--- config.mk ---
export PLATFORM = sky130hd
export DESIGN_NAME = matrix_adder_16
export DESIGN_NICKNAME = d
export VERILOG_FILES = /design/src/rtl/matrix_add_pkg.sv /design/src/rtl/matrix_elem_add.sv /design/src/rtl/matrix_adder_16.sv
export SDC_FILE = /design/constraint.sdc
export NUM_CORES = 1
export LEC_CHECK = 0
export CELL_PAD_IN_SITES_DETAIL_PLACEMENT = 1
export CELL_PAD_IN_SITES_GLOBAL_PLACEMENT = 2
export CORE_AREA = 5 5 302 304
export CTS_CLUSTER_SIZE = 8
export DETAILED_ROUTE_END_ITERATION = 10
export DIE_AREA = 0 0 307 309
export PLACE_DENSITY = 0.83
export SYNTH_ARGS = -nofsm -noshare
export SYNTH_HDL_FRONTEND = slang
export SYNTH_HIERARCHICAL = 1
export SYNTH_SLANG_ARGS = --single-unit
export TNS_END_PERCENT = 100
--- constraint.sdc ---
create_clock -name clk -period 0.8 [get_ports clk]
set_input_delay 0.16 -clock clk [delete_from_list [all_inputs] [get_ports clk]]
set_output_delay 0.16 -clock clk [all_outputs]
set_load 0.02 [all_outputs]
--- src/rtl/matrix_add_pkg.sv ---
// Shared constants, types and helpers for the 4x4 matrix adder.
//   ELEM_W  element width in bits
//   N_ELEM  elements per matrix (4x4)
//   OUT_W   width of the packed result word
//   elem_t  one matrix element
//   elem_idx(row, col) -> row-major element index
package matrix_add_pkg;

    localparam int unsigned ELEM_W  = 16;
    localparam int unsigned N_ELEM  = 16;
    localparam int unsigned MAT_DIM = 4;
    localparam int unsigned OUT_W   = ELEM_W * N_ELEM;

    typedef logic [ELEM_W-1:0] elem_t;

    function automatic int unsigned elem_idx(input int unsigned row, input int unsigned col);
        return MAT_DIM * row + col;
    endfunction

endpackage

--- src/rtl/matrix_elem_add.sv ---
// Combinational adder for one matrix element.
// Ports:
//   a, b   in   element operands
//   sum    out  16-bit result (wrapped, or saturated when MATRIX_ADD_SAT_EN is defined)
//   carry  out  carry-out of the 17-bit sum, reported in both builds
// Optional feature: define MATRIX_ADD_SAT_EN to clamp overflowing sums to 0xFFFF.
module matrix_elem_add
    import matrix_add_pkg::*;
(
    input  elem_t a,
    input  elem_t b,
    output elem_t sum,
    output logic  carry
);

    logic [ELEM_W:0] full_sum;

    always_comb begin
        full_sum = {1'b0, a} + {1'b0, b};
        carry    = full_sum[ELEM_W];
`ifdef MATRIX_ADD_SAT_EN
        sum      = full_sum[ELEM_W] ? '1 : full_sum[ELEM_W-1:0];
`else
        sum      = full_sum[ELEM_W-1:0];
`endif
    end

endmodule

--- src/rtl/matrix_adder_16.sv ---
// Element-wise adder for two 4x4 matrices of 16-bit unsigned elements, registered output.
// Ports:
//   clk        in   rising-edge clock
//   reset_n    in   asynchronous active-low reset
//   in_valid   in   a1..a32 carry a valid operand set this cycle
//   a1..a16    in   matrix A, row-major
//   a17..a32   in   matrix B, row-major
//   out        out  16 sums, element k at out[16k+15:16k]
//   out_valid  out  out/ovf were captured on the previous edge
//   ovf        out  per-element carry-out
// Optional feature: MATRIX_ADD_SAT_EN (handled inside matrix_elem_add) selects saturation.
module matrix_adder_16
    import matrix_add_pkg::*;
(
    input  logic              clk,
    input  logic              reset_n,
    input  logic              in_valid,
    input  logic [ELEM_W-1:0] a1,  a2,  a3,  a4,  a5,  a6,  a7,  a8,
    input  logic [ELEM_W-1:0] a9,  a10, a11, a12, a13, a14, a15, a16,
    input  logic [ELEM_W-1:0] a17, a18, a19, a20, a21, a22, a23, a24,
    input  logic [ELEM_W-1:0] a25, a26, a27, a28, a29, a30, a31, a32,
    output logic [OUT_W-1:0]  out,
    output logic              out_valid,
    output logic [N_ELEM-1:0] ovf
);

    elem_t              a_arr   [N_ELEM];
    elem_t              b_arr   [N_ELEM];
    elem_t              sum_arr [N_ELEM];
    logic  [N_ELEM-1:0] carry_vec;

    logic [OUT_W-1:0]  out_d, out_q;
    logic [N_ELEM-1:0] ovf_d, ovf_q;
    logic              out_valid_d, out_valid_q;

    assign a_arr[0]  = a1;  assign a_arr[1]  = a2;  assign a_arr[2]  = a3;  assign a_arr[3]  = a4;
    assign a_arr[4]  = a5;  assign a_arr[5]  = a6;  assign a_arr[6]  = a7;  assign a_arr[7]  = a8;
    assign a_arr[8]  = a9;  assign a_arr[9]  = a10; assign a_arr[10] = a11; assign a_arr[11] = a12;
    assign a_arr[12] = a13; assign a_arr[13] = a14; assign a_arr[14] = a15; assign a_arr[15] = a16;
    assign b_arr[0]  = a17; assign b_arr[1]  = a18; assign b_arr[2]  = a19; assign b_arr[3]  = a20;
    assign b_arr[4]  = a21; assign b_arr[5]  = a22; assign b_arr[6]  = a23; assign b_arr[7]  = a24;
    assign b_arr[8]  = a25; assign b_arr[9]  = a26; assign b_arr[10] = a27; assign b_arr[11] = a28;
    assign b_arr[12] = a29; assign b_arr[13] = a30; assign b_arr[14] = a31; assign b_arr[15] = a32;

    for (genvar r = 0; r < MAT_DIM; r++) begin : g_row
        for (genvar c = 0; c < MAT_DIM; c++) begin : g_col
            localparam int unsigned K = elem_idx(r, c);
            matrix_elem_add u_elem_add (
                .a     (a_arr[K]),
                .b     (b_arr[K]),
                .sum   (sum_arr[K]),
                .carry (carry_vec[K])
            );
        end
    end

    // Results only move on a valid set; otherwise the last result is held.
    always_comb begin
        out_d       = out_q;
        ovf_d       = ovf_q;
        out_valid_d = in_valid;
        if (in_valid) begin
            for (int k = 0; k < N_ELEM; k++) begin
                out_d[ELEM_W*k +: ELEM_W] = sum_arr[k];
            end
            ovf_d = carry_vec;
        end
    end

    always_ff @(posedge clk or negedge reset_n) begin
        if (!reset_n) begin
            out_q       <= '0;
            ovf_q       <= '0;
            out_valid_q <= 1'b0;
        end else begin
            out_q       <= out_d;
            ovf_q       <= ovf_d;
            out_valid_q <= out_valid_d;
        end
    end

    assign out       = out_q;
    assign ovf       = ovf_q;
    assign out_valid = out_valid_q;

endmodule

---- After elaboration in Yosys (flattened, before gate mapping) ----
Cells that the tools add are included.
word-level totals
  bits in registers ....................... 273
  input bits .............................. 515
  output and inout bits ................... 273
  logic and storage cells ................. 19
operators by class
  add/sub/neg operators ................... 16
operators with widths
  operator          number
  $add A16 B16 Y17  16

---- Logic depth before layout (Yosys ltp) ----
  depth in word-level cells ............... 1
  mapped depth ............................ 8
  depth with buffers taken out ............ 8

---- Hierarchy ----
Netlist, hierarchy kept.
modules (own cells, without submodules)
  module                                               times used  cells each  area each (µm²)  seq. area each (µm²)
  matrix_adder_16                                      1           575         10428.8          6831.6
  matrix_elem_add at g_row[0].g_col[0].u_elem_add ...  6           110         855.8            0.0
  matrix_elem_add at g_row[2].g_col[2].u_elem_add ...  6           103         760.7            0.0
  matrix_elem_add at g_row[0].g_col[1].u_elem_add ...  3           97          744.5            0.0
  matrix_elem_add at g_row[2].g_col[1].u_elem_add      1           100         754.5            0.0

---- Worst setup path after synthesis ----
Ideal clock, no wire load.
  path type ............................... in2reg
  start ................................... in a13[0]
  end ..................................... reg out_q[204] (netlist: out[204])
  library setup time ...................... 0.125 ns
  arrival ................................. 2.025 ns
  required time ........................... 0.675 ns
  setup slack ............................. -1.350 ns
  stages on the path ...................... 8
  buffers on the path ..................... 0
  cell sequence ........................... ha_1 > fa_1 > a21o_1 > a31o_2 > a21oi_1 > o21ai_0 > xor2_1 > mux2_4
RTL lines
  element                 RTL line               RTL
  start: declaration      matrix_adder_16.sv:19  input logic [ELEM_W-1:0] a9, a10, a11, a12, a13, a14, a15, a16,
  end signal: assignment  matrix_adder_16.sv:76  out_q <= out_d;
  end: declaration        matrix_adder_16.sv:32  logic [OUT_W-1:0] out_d, out_q;

==> results_dict.tcl <==
set metrics [dict create \
    path_max_fanout 3 \
    worstSetupPathType "input pin to flop" \
    yosysSeqAreaShare_pct 29.6 \
    antenna_found_initial 57 \
    maxSlewHeadroom_pct 71.2 \
    max-vdd-ir-drop_v 0.00172 \
    utilization_pct 55.2 \
    reg2reg_slack_ns -0.41 \
    final_cell_mix "buf_4, buf_6, dfrtp_1" \
    path_clk_slew_ns 0.05 \
    syn_inst 2244 \
    wl_mm 138 \
    avgSynthCellArea_um2 10.3 \
    grt_pass1_vias 29200 \
    synth_xor_area_share_pct 6.90 \
    drive_gt1_share_pct 67.3 \
    status "finished with violations" \
    dieArea_um2 94900 \
    yosys_register_bits 273 \
    max_freq_mhz 587 \
    cts.sinks 273 \
    synth-edff-count 0 \
    ctsHoldBuffers 7 \
    track_usage_pct 24.2 \
    io_pins 788 \
    ys_async_sr_fraction_pct 100 \
    syn-num-nets 3031 \
    yosys_warnings 6 \
    slew_violations 0 \
    firstDrtPassIters 5 \
    final.setup.tns_ns -262.62 \
    fillerInstances 8999 \
    dr_total_vias 26600 \
    grt_setup_unrepaired "true" \
    nets 4744 \
    synth_area_um2 23100 \
    drt_iter0_markers 1046 \
    grt_overflow_total 0 \
    synth.top_cell.area_share_pct 29.6 \
    synth_simple_gate_area_share_pct 9.66 \
    die_w_um 307 \
    ant_nets 0 \
    hp-class "input pin to flop" \
    hpwl_mm 91.2 \
    tightest_slew_ns 0.430 \
    insertion_delay_ns 0.56 \
    root_buffer "clkbuf_16" \
    synthTopCellsByArea "dfrtp_1, ha_1, mux2_2" \
    grt_max_degree 46 \
    drc 0 \
    leakagePower_nw 21.9 \
    synth_top_family_by_area "compound AO/OA/AOI/OAI gates" \
    fin_skew_ns 0 \
    cp-end-kind "flop" \
    hold_viol 14 \
    synth.distinct_cells 73 \
    period_share_pct 213 \
    yosys.area_share.adder_pct 15.2 \
    die_y_um 309 \
    hold_ws_ns -0.0662 \
    fin_ws_ns -0.904 \
    rows 109 \
    failed_checks "negative hold slack, negative setup slack" \
    required_ns 1.24 \
    drt-wirelength-per-cell_um 26.7 \
    final_common_cell "buf_4" \
    syn2layout_area_growth_pct 110 \
    fin_crit_ns 1.70 \
    cts_tree "done" \
    yosys.area.top_type "dfrtp_1" \
    numCtsBuffers 42 \
    ctsHtreeMaxLevel 2 \
    power.density_nw_per_um2 1830 \
    grt_pass1_wl_mm 180 \
    setup_viol 528 \
    gp_congestion 0.916 \
    via_per_inst 5.14 \
    start_util_pct 26.3 \
    synth.area.mux_share_pct 14.8 \
    drv_cap 0 \
    core-area_um2 88000 \
    io_buffer_count 787 \
    clk_path_buf_depth 3 \
    cp-start-kind "input pin" \
    synth_ff_type "dfrtp_1" \
    worstPathArrival_ns 2.14 \
    synth_compound_area_share_pct 20.6 \
]
## synth_stat cells, types with 18 or more instances
cell      instances
dfrtp_1         273
ha_1            256
mux2_2          192
a21oi_1         171
nand2_1         132
xnor2_1          92
xor2_1           90
a21o_1           89
o21ai_0          86
mux2_4           80
nor2_1           78
nand3_1          71
buf_2            52
nor3_1           39
inv_1            38
a211oi_1         29
and3_1           28
o211ai_1         27
o31ai_1          21
nand4_1          18
nor4_1           18
## critical path, stage by stage
cell	delay, ns
buf_6	0.10
ha_4	0.17
fa_2	0.37
a21o_1	0.22
a221oi_4	0.33
buf_6	0.16
o21ai_4	0.08
a21oi_4	0.18
xnor2_1	0.10
mux2_4	0.26
## power by group
group	leakage (nW)	switching, mW	internal [mW]	total, mW
clock network	0.577	7.39	9.93	17.3
logic	18.1	23.3	28.1	51.4
registers	3.19	3.16	17.2	20.4
total	21.9	33.8	55.3	89.1
## area by class of cell
type	count	area [µm²]	share of cell area, %
multi-input combinational	1837	22700	46.8
timing repair buffer	1765	16100	33.2
sequential	273	6840	14.1
tap	1165	1460	3.00
clock buffer	57	1160	2.38
inverter	38	143	0.294
antenna	46	115	0.237
clock inverter	3	18.8	0.0386
## through the flow
stage	std cells	cell area, µm²	hold slack (ns)	total power, mW	setup WS (ns)
after floorplan	2244	25900	-0.136	38.2	-1.10
after global placement	4767	39700	0.100	57.8	-1.82
after detailed placement	4767	39700	0.0994	58.6	-1.91
after CTS	4994	45500	-0.106	82.2	-0.783
after global routing	5175	48600	-0.0870	92.6	-0.903
final	5184	48600	-0.0662	89.1	-0.904
## flip-flops by register name, indices dropped and copies added (netlist names)
name	flops
out	256
out_valid	1
ovf	16
## metal layers
metal / share of wire (%) / vias up / global-route usage, %
li1: - / 11900 / -
met1: 37 / 13300 / 26.6
met2: 51 / 905 / 44.3
met3: 5.6 / 430 / 5.83
met4: 6.1 / 16 / 10.8
met5: 0.084 / - / 0
## cells by family after synthesis
kind of cell | after synthesis
simple gates | 451
compound gates | 654
fa+ha+maj | 272
mux | 278
xor+xnor | 182
flops | 273
buf+inv | 134
## final timing paths
path | start | cells past startpoint | endpoint
max in group asynchronous | reset_n | 4 | out[223]
hold reg to reg | out[149] | 1 | out[149]
hold / removal | a18[0] | 3 | out[16]
setup reg to reg | out[204] | 4 | out[204]
setup / recovery | a5[0] | 10 | out[76]
min in group asynchronous | reset_n | 3 | out[23]
## timing repair
| item | in CTS | in global routing |
|---|---|---|
| setup buffers | 169 | 184 |
| resized for setup | 2901 | 625 |
| pin swaps | 543 | 391 |
| endpoints found under the setup margin | 529 | 531 |
| hold endpoints to repair | 293 | 14 |
No activity file was read; power rests on OpenSTA's default activity.
